### src/rtl/alu_mdu_pipe_if.sv
// Operand/result handshake bundle for alu_mdu_pipe.
// The master drives operands and out_ready; the slave is the arithmetic unit.
interface alu_mdu_pipe_if #(
    parameter int unsigned XLEN = 32
);
    logic            in_valid;
    logic            in_ready;
    logic [XLEN-1:0] operand1;
    logic [XLEN-1:0] operand2;
    logic [3:0]      alu_control;
    logic            out_valid;
    logic            out_ready;
    logic [XLEN-1:0] alu_out;
    logic            busy;

    modport master (
        output in_valid, operand1, operand2, alu_control, out_ready,
        input  in_ready, out_valid, alu_out, busy
    );

    modport slave (
        input  in_valid, operand1, operand2, alu_control, out_ready,
        output in_ready, out_valid, alu_out, busy
    );
endinterface

### src/rtl/alu_mdu_pipe.sv
// Execute-stage ALU with registered valid/ready result and optional iterative RV32M unit.
// Define ALU_MULDIV_EN to build MUL/DIV/DIVU/REM/REMU; otherwise those codes return 0 in one cycle.
module alu_mdu_pipe #(
    parameter int unsigned XLEN = 32
) (
    input  logic          clk,
    input  logic          reset,
    input  logic          flush,
    alu_mdu_pipe_if.slave bus
);
    localparam int unsigned ShW  = $clog2(XLEN);
    localparam int unsigned CntW = $clog2(XLEN + 1);

    localparam logic [3:0] OpAnd  = 4'b0000;
    localparam logic [3:0] OpOr   = 4'b0001;
    localparam logic [3:0] OpAdd  = 4'b0010;
    localparam logic [3:0] OpSll  = 4'b0011;
    localparam logic [3:0] OpSrl  = 4'b0100;
    localparam logic [3:0] OpSra  = 4'b0101;
    localparam logic [3:0] OpSub  = 4'b0110;
    localparam logic [3:0] OpSlt  = 4'b0111;
    localparam logic [3:0] OpSltu = 4'b1000;
    localparam logic [3:0] OpXor  = 4'b1100;

    typedef enum logic [1:0] {
        StIdle = 2'd0,
`ifdef ALU_MULDIV_EN
        StMul  = 2'd1,
        StDiv  = 2'd2,
`endif
        StDone = 2'd3
    } state_e;

    state_e          state_q;
    logic            out_valid_q;
    logic            busy_q;
    logic [XLEN-1:0] alu_out_q;

    logic            in_ready;
    logic            accept;
    logic [ShW-1:0]  shamt;
    logic [XLEN-1:0] simple_res;
    logic [XLEN-1:0] ex_res;

    always_comb begin
        shamt      = bus.operand2[ShW-1:0];
        simple_res = '0;
        case (bus.alu_control)
            OpAnd:   simple_res = bus.operand1 & bus.operand2;
            OpOr:    simple_res = bus.operand1 | bus.operand2;
            OpAdd:   simple_res = bus.operand1 + bus.operand2;
            OpSll:   simple_res = bus.operand1 << shamt;
            OpSrl:   simple_res = bus.operand1 >> shamt;
            OpSra:   simple_res = $unsigned($signed(bus.operand1) >>> shamt);
            OpSub:   simple_res = bus.operand1 - bus.operand2;
            OpSlt:   simple_res = {{(XLEN-1){1'b0}},
                                   ($signed(bus.operand1) < $signed(bus.operand2))};
            OpSltu:  simple_res = {{(XLEN-1){1'b0}}, (bus.operand1 < bus.operand2)};
            OpXor:   simple_res = bus.operand1 ^ bus.operand2;
            default: simple_res = '0;
        endcase
    end

`ifdef ALU_MULDIV_EN
    localparam logic [3:0] OpMul  = 4'b1001;
    localparam logic [3:0] OpDiv  = 4'b1011;
    localparam logic [3:0] OpDivu = 4'b1101;
    localparam logic [3:0] OpRem  = 4'b1110;
    localparam logic [3:0] OpRemu = 4'b1111;

    localparam logic [XLEN-1:0] MostNeg = {1'b1, {(XLEN-1){1'b0}}};
    localparam logic [CntW-1:0] LastCnt = CntW'(XLEN);

    logic [2*XLEN-1:0] acc_q;
    logic [XLEN-1:0]   mcand_q;
    logic [CntW-1:0]   cnt_q;
    logic              rem_q;
    logic              neg_q;

    logic            op_mul, op_div, op_signed, op_rem;
    logic            div_zero, div_ovf, mdu_iter, neg1, neg2;
    logic [XLEN-1:0] abs1, abs2, special_res, div_res;
    logic [XLEN:0]   mul_sum, rem_shift, div_sub;
    logic [2*XLEN-1:0] div_next;

    always_comb begin
        op_mul    = bus.alu_control == OpMul;
        op_div    = (bus.alu_control == OpDiv) || (bus.alu_control == OpDivu) ||
                    (bus.alu_control == OpRem) || (bus.alu_control == OpRemu);
        op_signed = (bus.alu_control == OpDiv) || (bus.alu_control == OpRem);
        op_rem    = (bus.alu_control == OpRem) || (bus.alu_control == OpRemu);
        div_zero  = op_div && (bus.operand2 == '0);
        div_ovf   = op_signed && (bus.operand1 == MostNeg) && (bus.operand2 == '1);
        mdu_iter  = op_mul || (op_div && !div_zero && !div_ovf);
        neg1      = op_signed && bus.operand1[XLEN-1];
        neg2      = op_signed && bus.operand2[XLEN-1];
        abs1      = neg1 ? -bus.operand1 : bus.operand1;
        abs2      = neg2 ? -bus.operand2 : bus.operand2;

        // Divide-by-zero and overflow resolve immediately and bypass the iterator.
        special_res = '0;
        if (div_zero) begin
            special_res = op_rem ? bus.operand1 : '1;
        end else if (div_ovf) begin
            special_res = op_rem ? '0 : MostNeg;
        end
        ex_res = (div_zero || div_ovf) ? special_res : simple_res;

        // Shift-add step: conditionally add multiplicand to the high half, then shift right.
        mul_sum = {1'b0, acc_q[2*XLEN-1:XLEN]} + {1'b0, mcand_q & {XLEN{acc_q[0]}}};

        // Restoring step: acc holds {partial remainder, dividend bits / quotient bits}.
        rem_shift = acc_q[2*XLEN-1:XLEN-1];
        div_sub   = rem_shift - {1'b0, mcand_q};
        div_next  = div_sub[XLEN] ? {rem_shift[XLEN-1:0], acc_q[XLEN-2:0], 1'b0}
                                  : {div_sub[XLEN-1:0], acc_q[XLEN-2:0], 1'b1};

        div_res = rem_q ? acc_q[2*XLEN-1:XLEN] : acc_q[XLEN-1:0];
    end
`else
    assign ex_res = simple_res;
`endif

    assign in_ready = (state_q == StIdle) || ((state_q == StDone) && bus.out_ready);
    assign accept   = bus.in_valid && in_ready;

    always_ff @(posedge clk or posedge reset) begin
        if (reset) begin
            state_q     <= StIdle;
            out_valid_q <= 1'b0;
            busy_q      <= 1'b0;
            alu_out_q   <= '0;
`ifdef ALU_MULDIV_EN
            acc_q       <= '0;
            mcand_q     <= '0;
            cnt_q       <= '0;
            rem_q       <= 1'b0;
            neg_q       <= 1'b0;
`endif
        end else if (flush) begin
            state_q     <= StIdle;
            out_valid_q <= 1'b0;
            busy_q      <= 1'b0;
`ifdef ALU_MULDIV_EN
            cnt_q       <= '0;
`endif
        end else begin
            case (state_q)
                StIdle, StDone: begin
                    if (accept) begin
`ifdef ALU_MULDIV_EN
                        if (mdu_iter) begin
                            state_q     <= op_mul ? StMul : StDiv;
                            busy_q      <= 1'b1;
                            out_valid_q <= 1'b0;
                            cnt_q       <= '0;
                            acc_q       <= {{XLEN{1'b0}}, op_mul ? bus.operand2 : abs1};
                            mcand_q     <= op_mul ? bus.operand1 : abs2;
                            rem_q       <= op_rem;
                            neg_q       <= op_rem ? neg1 : (neg1 ^ neg2);
                        end else
`endif
                        begin
                            alu_out_q   <= ex_res;
                            state_q     <= StDone;
                            out_valid_q <= 1'b1;
                        end
                    end else if ((state_q == StDone) && bus.out_ready) begin
                        state_q     <= StIdle;
                        out_valid_q <= 1'b0;
                    end
                end
`ifdef ALU_MULDIV_EN
                StMul: begin
                    if (cnt_q == LastCnt) begin
                        alu_out_q   <= acc_q[XLEN-1:0];
                        state_q     <= StDone;
                        busy_q      <= 1'b0;
                        out_valid_q <= 1'b1;
                    end else begin
                        acc_q <= {mul_sum, acc_q[XLEN-1:1]};
                        cnt_q <= cnt_q + 1'b1;
                    end
                end
                StDiv: begin
                    if (cnt_q == LastCnt) begin
                        alu_out_q   <= neg_q ? -div_res : div_res;
                        state_q     <= StDone;
                        busy_q      <= 1'b0;
                        out_valid_q <= 1'b1;
                    end else begin
                        acc_q <= div_next;
                        cnt_q <= cnt_q + 1'b1;
                    end
                end
`endif
                default: state_q <= StIdle;
            endcase
        end
    end

    assign bus.in_ready  = in_ready;
    assign bus.out_valid = out_valid_q;
    assign bus.alu_out   = alu_out_q;
    assign bus.busy      = busy_q;
endmodule

### src/flat_wrapper.sv
// flat-port wrapper written by rule: the top's interface ports become plain ports
module alu_mdu_pipe_flat 
#(
    parameter int unsigned XLEN = 32
)
  (clk, reset, flush, bus_in_valid, bus_operand1, bus_operand2, bus_alu_control, bus_out_ready, bus_in_ready, bus_out_valid, bus_alu_out, bus_busy);
  alu_mdu_pipe_if #(.XLEN(XLEN)) bus_i ();
  input  logic clk;
  input  logic reset;
  input  logic flush;
  input wire logic [$bits(bus_i.in_valid)-1:0] bus_in_valid;
  input wire logic [$bits(bus_i.operand1)-1:0] bus_operand1;
  input wire logic [$bits(bus_i.operand2)-1:0] bus_operand2;
  input wire logic [$bits(bus_i.alu_control)-1:0] bus_alu_control;
  input wire logic [$bits(bus_i.out_ready)-1:0] bus_out_ready;
  output wire logic [$bits(bus_i.in_ready)-1:0] bus_in_ready;
  output wire logic [$bits(bus_i.out_valid)-1:0] bus_out_valid;
  output wire logic [$bits(bus_i.alu_out)-1:0] bus_alu_out;
  output wire logic [$bits(bus_i.busy)-1:0] bus_busy;
  assign bus_i.in_valid = bus_in_valid;
  assign bus_i.operand1 = bus_operand1;
  assign bus_i.operand2 = bus_operand2;
  assign bus_i.alu_control = bus_alu_control;
  assign bus_i.out_ready = bus_out_ready;
  assign bus_in_ready = bus_i.in_ready;
  assign bus_out_valid = bus_i.out_valid;
  assign bus_alu_out = bus_i.alu_out;
  assign bus_busy = bus_i.busy;
  alu_mdu_pipe #(.XLEN(XLEN)) u_core (.clk(clk), .reset(reset), .flush(flush), .bus(bus_i));
endmodule
### config.mk
export PLATFORM = sky130hd
export DESIGN_NAME = alu_mdu_pipe_flat
export DESIGN_NICKNAME = d
export VERILOG_FILES = /design/src/rtl/alu_mdu_pipe_if.sv /design/src/rtl/alu_mdu_pipe.sv /design/src/flat_wrapper.sv
export SDC_FILE = /design/constraint.sdc
export NUM_CORES = 1
export LEC_CHECK = 0
export ABC_AREA = 1
export BUFFER_PORTS_ARGS = -buffer_cell sky130_fd_sc_hd__clkbuf_2
export CORE_ASPECT_RATIO = 1.1
export CORE_MARGIN = 2
export CORE_UTILIZATION = 35
export CTS_BUF_LIST = sky130_fd_sc_hd__clkbuf_4 sky130_fd_sc_hd__clkbuf_8 sky130_fd_sc_hd__clkbuf_16
export DETAILED_ROUTE_END_ITERATION = 10
export GPL_TIMING_DRIVEN = 0
export PLACE_DENSITY = 0.65
export SYNTH_ARGS = -nofsm -noshare
export SYNTH_HDL_FRONTEND = slang
export SYNTH_SLANG_ARGS = --single-unit
### constraint.sdc
create_clock -name clk -period 1.5 [get_ports clk]
set_clock_uncertainty 0.2 [all_clocks]
set_input_delay 0.075 -clock clk [delete_from_list [all_inputs] [get_ports clk]]
set_output_delay 0.075 -clock clk [all_outputs]
set_load 0.01 [all_outputs]
# Yosys cells after proc, flatten, opt, wreduce, memory -nomap -nowiden

Cells that the tools add are included.

Bits in registers: 35
Input bits: 73
Output and inout bits: 35
Word-level logic and storage cells: 44

Add/sub/neg operators: 2
Order comparisons: 2
Equality and inequality tests: 11
Shift-type cells: 3
Multiplexer cells: 9
Bitwise gates (word level): 4
Reduce and logical (&&, ||, !) cells: 10

Operator list:

| cell               | count |
|---|---|
| $pmux 32 s10       | 1 |
| $lt 32x32->1       | 2 |
| $add 32x32->32     | 1 |
| $and 32x32->32     | 1 |
| $or 32x32->32      | 1 |
| $shl 32x5->32      | 1 |
| $shr 32x5->32      | 1 |
| $sshr 32x5->32     | 1 |
| $sub 32x32->32     | 1 |
| $xor 32x32->32     | 1 |
| $eq 4x3->1 const B | 4 |
| $eq 4x2->1 const B | 2 |
| $eq 4x4->1 const B | 2 |
| $mux 2             | 4 |
| $eq 4x1->1 const B | 1 |
| $logic_not 4->1    | 1 |
| $mux 1             | 4 |
| $ne 4x2->1 const B | 1 |
| $reduce_and 3->1   | 1 |
| $reduce_bool 3->1  | 1 |
| $eq 2x2->1 const B | 1 |
| $logic_and 1x1->1  | 2 |
| $logic_not 2->1    | 1 |
| $reduce_and 2->1   | 1 |
| other kinds (4)    | 4 |

# Longest topological paths before layout

Depth in word-level cells: 7
Mapped depth: 20
Gate-level depth less buffers: 17

# Worst setup path before layout

Ideal clock, no wire load.

Path type: in2reg
Start: input bus_operand2[2]
End: register u_core.alu_out_q[0], in the netlist u_core.bus.alu_out[0]
Data arrival time: 2,099 ps
Data required time: 1,183 ps
Path slack: -916 ps
Stages on the path: 20
Cell sequence: buf_2 inv_2 buf_2 buf_2 ha_1 buf_2 inv_2 nand2_1 o21ai_1 nand2_1 nand3_2 nand2_1 nand2_1 nand2_1 nand2_1 nor2_1 nor2_1 nand2_1 nand2_1 nand2_1

Word-level cells in the longest chain between the ends: 2
Elaborated cells between the ends (all ways): 6
Those cells by class: order compare: 2; shift: 3; mux: 1

Ends and longest elaborated chain:

| what                                       | RTL line            | text |
|---|---|---|
| from (decl)                                | flat_wrapper.sv:13  | `input wire logic [$bits(bus_i.operand2)-1:0] bus_operand2;` |
| $lt 32x32->1, or another cell as far along | alu_mdu_pipe.sv:58  | `OpSltu: simple_res = {{(XLEN-1){1'b0}}, (bus.operand1 < bus.operand2)};` |
| $pmux 32 s10 *                             | alu_mdu_pipe.sv:48  | `case (bus.alu_control)` |
| to (signal assigned)                       | alu_mdu_pipe.sv:164 | `alu_out_q <= ex_res;` |
| to (decl)                                  | alu_mdu_pipe.sv:37  | `logic [XLEN-1:0] alu_out_q;` |

Every way passes the cells marked *; elsewhere a longest branch is shown, timed or not.
A chain may end at the register's enable or synchronous reset.

# Final worst setup path

Start: input bus_operand2[3]
End: register u_core.alu_out_q[8], in the netlist u_core.bus.alu_out[8]

Word-level cells in the longest chain between the ends: 2
Elaborated cells between the ends (all ways): 6
Those cells by class: add/sub: 2; shift: 3; mux: 1

Ends and longest elaborated chain:

| what                                         | RTL line           | text |
|---|---|---|
| $sub 32x32->32, or another cell as far along | alu_mdu_pipe.sv:55 | `OpSub: simple_res = bus.operand1 - bus.operand2;` |
| $pmux 32 s10 *                               | alu_mdu_pipe.sv:48 |  |

Marked as above.

==> flow_summary.json <==
{
  "outcome": "finished, violations left",
  "violations": "negative setup slack",
  "via_count": 16240,
  "drive_above_1_share": 0.305,
  "area_delta_synth_final_pct": 35.6,
  "antenna_found_initial": 2,
  "finalSetupTns_ns": -20.29,
  "ys_types": 49,
  "grt_usage": 0.381,
  "place_congestion": 1.08,
  "dpl.hpwl_mm": 54.5,
  "grt_max_degree": 35,
  "wirelength_mm": 67.2,
  "min_period_ns": 2.24,
  "rsz0062_at_grt": "yes",
  "power_uw": 7920,
  "cts-root-buf": "clkbuf_16",
  "startpoint_type": "input port",
  "ys_ff_latch": 34,
  "crit_required_ns": 1.47,
  "via_per_inst": 5.77,
  "fp.dieW_um": 177,
  "core_area_mm2": 0.0324,
  "row_count": 69,
  "finalSetupViolCount": 32,
  "h-tree-depth": 2,
  "period_share": 1.50,
  "ioPinCount": 108,
  "die_y_um": 194,
  "rrSetupSlack_ns": -0.23,
  "clkTransAtPathRegs_ns": 0.05,
  "powerDensity_mw_per_mm2": 507,
  "cellLeakagePower_uw": 0.00846,
  "drt-initial-drc-count": 1597,
  "cp.arrival_ns": 2.22,
  "clk_latency_ns": 0.28,
  "start_util": 0.356,
  "synthCells": 2218,
  "synthArstFlopShare": 1.00,
  "ys_seq_area_frac": 0.0738,
  "cp_max_fo": 10,
  "max-slew-margin-rel": 0.509,
  "first_global_vias": 15585,
  "drv_slew": 0,
  "maxCapViolations": 0,
  "cp-end-kind": "register",
  "max_freq_mhz": 445,
  "path_class": "in2reg",
  "grt_pass1_wl_mm": 97.0,
  "grt_overflow": 0,
  "tritoncts": "built",
  "ant_nets": 0,
  "portBuffers": 106,
  "ys_warn_count": 0,
  "nets": 2559,
  "route.detailed.drc": 0,
  "finalNonFillerCells": 2813,
  "hold_violations": 0,
  "syn_area_mm2": 0.0115,
  "vdd_drop_max_v": 0.000479,
  "cts_sinks": 34,
  "synthFlopType": "dfrtp_1",
  "syn-num-nets": 2392,
  "setup_ws_ns": -0.745,
  "dr.pass1.iters": 6,
  "max_slew.worst_pin.slew_ns": 0.737,
  "synth_area_per_cell_um2": 5.20,
  "ctsLongestPathBuffers": 2,
  "avgRoutedWirePerCell_um": 23.9,
  "numPlacedInstances": 2750,
  "synth_edf_count": 0,
  "die_area_mm2": 0.0344,
  "hold_class": "in2reg",
  "cts_buffers": 5
}
[layout make-up]
type | instances | area [um^2]
Timing Repair Buffer | 162 | 1100
Tap cell | 426 | 533
Fill cell | 3518 | 16700
Clock buffer | 7 | 146
Inverter | 311 | 1240
Buffer | 97 | 837
Multi-Input combinational cell | 1774 | 10900
Clock inverter | 1 | 5.00
Sequential cell | 34 | 851
Antenna cell | 1 | 2.50
[power breakdown]
group | internal, uW | switching [uW]
Combinational | 1850 | 3860
Clock | 676 | 389
Sequential | 1060 | 88.6
[critical path, cell delays in order]
cell	delay [ns]
clkbuf_8	0.13
inv_4	0.04
buf_8	0.13
buf_12	0.13
ha_4	0.26
a21oi_1	0.25
o21ai_4	0.13
nand2_2	0.10
nand2_4	0.07
buf_4	0.14
a31oi_2	0.18
o21ai_4	0.10
a21oi_4	0.21
nand2_2	0.13
nand2_1	0.08
nand2_1	0.05
[placed cells by master (no fill, tap or decap), types with 6 or more instances in the layout]
cell	netlist	layout
nor3_1	22	14
buf_4	10	66
o21ai_0	67	39
inv_1	294	271
o21ai_1	27	30
o211ai_1	24	24
inv_4	7	10
nor3_2	4	7
buf_2	57	37
buf_6	17	31
buf_12	0	6
inv_2	10	24
o22ai_1	19	19
clkbuf_16	0	7
ha_1	99	86
nor2_1	148	80
clkbuf_4	0	23
nand2_1	785	633
nor2_4	6	35
nand3_2	5	64
a21oi_4	0	6
nand3_4	2	21
and2_1	15	12
a21oi_2	0	24
clkbuf_2	1	79
o21ai_4	0	6
ha_4	0	8
nand4_1	24	24
dfrtp_1	34	34
a21oi_1	82	52
nand2_2	9	115
nor2_2	5	44
buf_8	0	7
o21ai_2	1	20
o21bai_1	8	6
nand3_1	380	302
nand2_4	5	48
[state kept, by name, indices dropped and copies added (netlist names)]
| signal | cells |
|---|---|
| u_core.bus.alu_out | 32 |
| u_core.bus.out_valid | 1 |
| u_core.state_q | 1 |
[synthesized netlist by cell type, types with 3 or more instances]
cell,number,area (um^2)
nor3_1,22,110
nor2_1,148,556
and2_1,15,93.8
o22ai_1,19,119
o21ai_0,67,335
a31oi_1,7,43.8
inv_2,10,37.5
buf_6,17,191
clkbuf_1,6,22.5
nand3_1,380,1900
buf_4,10,75.1
nand4_1,24,150
nor3_2,4,40.0
nor2_2,5,31.3
nand3b_1,3,22.5
dfrtp_1,34,851
nand2_4,5,56.3
nand2_1,785,2950
inv_1,294,1100
nor2_4,6,67.6
ha_1,99,1240
nand3_2,5,50.1
o21ai_1,27,135
buf_1,8,30.0
nand2_2,9,56.3
a21oi_1,82,410
o211ai_1,24,180
o221ai_1,5,43.8
buf_2,57,285
inv_4,7,43.8
or2_2,4,25.0
o21bai_1,8,60.1
[stage by stage]
step | utilization | hold WS [ns] | setup slack [ns] | area, um^2
6_report | 0.483 | 0.0734 | -0.745 | 15600
3_5_place_dp | 0.396 | 0.0671 | -1.84 | 12800
4_1_cts | 0.443 | -0.0329 | -0.743 | 14300
3_3_place_gp | 0.396 | 0.0586 | -1.78 | 12800
2_1_floorplan | - | -0.0619 | -0.578 | 11700
5_1_grt | 0.483 | 0.0861 | -0.792 | 15600
[layer usage]
metal / wire, um / GRT usage / up-vias
met1: 25000 / 0.448 / 7600
li1: - / - / 7483
met4: 6340 / 0.272 / 2
met3: 5040 / 0.0475 / 266
met2: 30900 / 0.635 / 889
met5: 13 / 0 / -
[worst paths after layout]
| check | startpoint | cells after the start | end |
|---|---|---|---|
| worst min register to register | u_core.bus.alu_out[5]$_DFFE_PP0P_ | 2 | u_core.bus.alu_out[5]$_DFFE_PP0P_ |
| worst min-delay path | flush | 5 | u_core.bus.alu_out[27]$_DFFE_PP0P_ |
| worst max-delay path | bus_operand2[3] | 16 | u_core.bus.alu_out[8]$_DFFE_PP0P_ |
| worst max register to register | u_core.state_q[0]$_DFFE_PP0P_ | 7 | u_core.bus.alu_out[13]$_DFFE_PP0P_ |
| max in group asynchronous | reset | 3 | u_core.bus.alu_out[2]$_DFFE_PP0P_ |
| min in group asynchronous | reset | 3 | u_core.bus.alu_out[17]$_DFFE_PP0P_ |
[cell families (layout without fill, tap and decap cells)]
logic type	after synthesis	after routing	synth area share
other	1	2	0.000325
buffers and inverters	410	578	0.156
AO/OA/AOI/OAI	246	246	0.120
AND/OR/NAND/NOR	1426	1426	0.539
adder cells (fa/ha/maj)	101	101	0.111
flip-flops	34	34	0.0738
[repair_timing]
| action | in CTS | in global routing |
|---|---|---|
| pin swaps | 82 | 131 |
| cloned | 0 | 0 |
| setup endpoints to repair | 33 | 34 |
| setup buffers | 38 | 14 |
| hold buffers | 3 | 1 |
| gates resized for setup | 312 | 345 |
| endpoints found under the hold margin | 36 | 34 |
(Power assumes the default switching activity.)
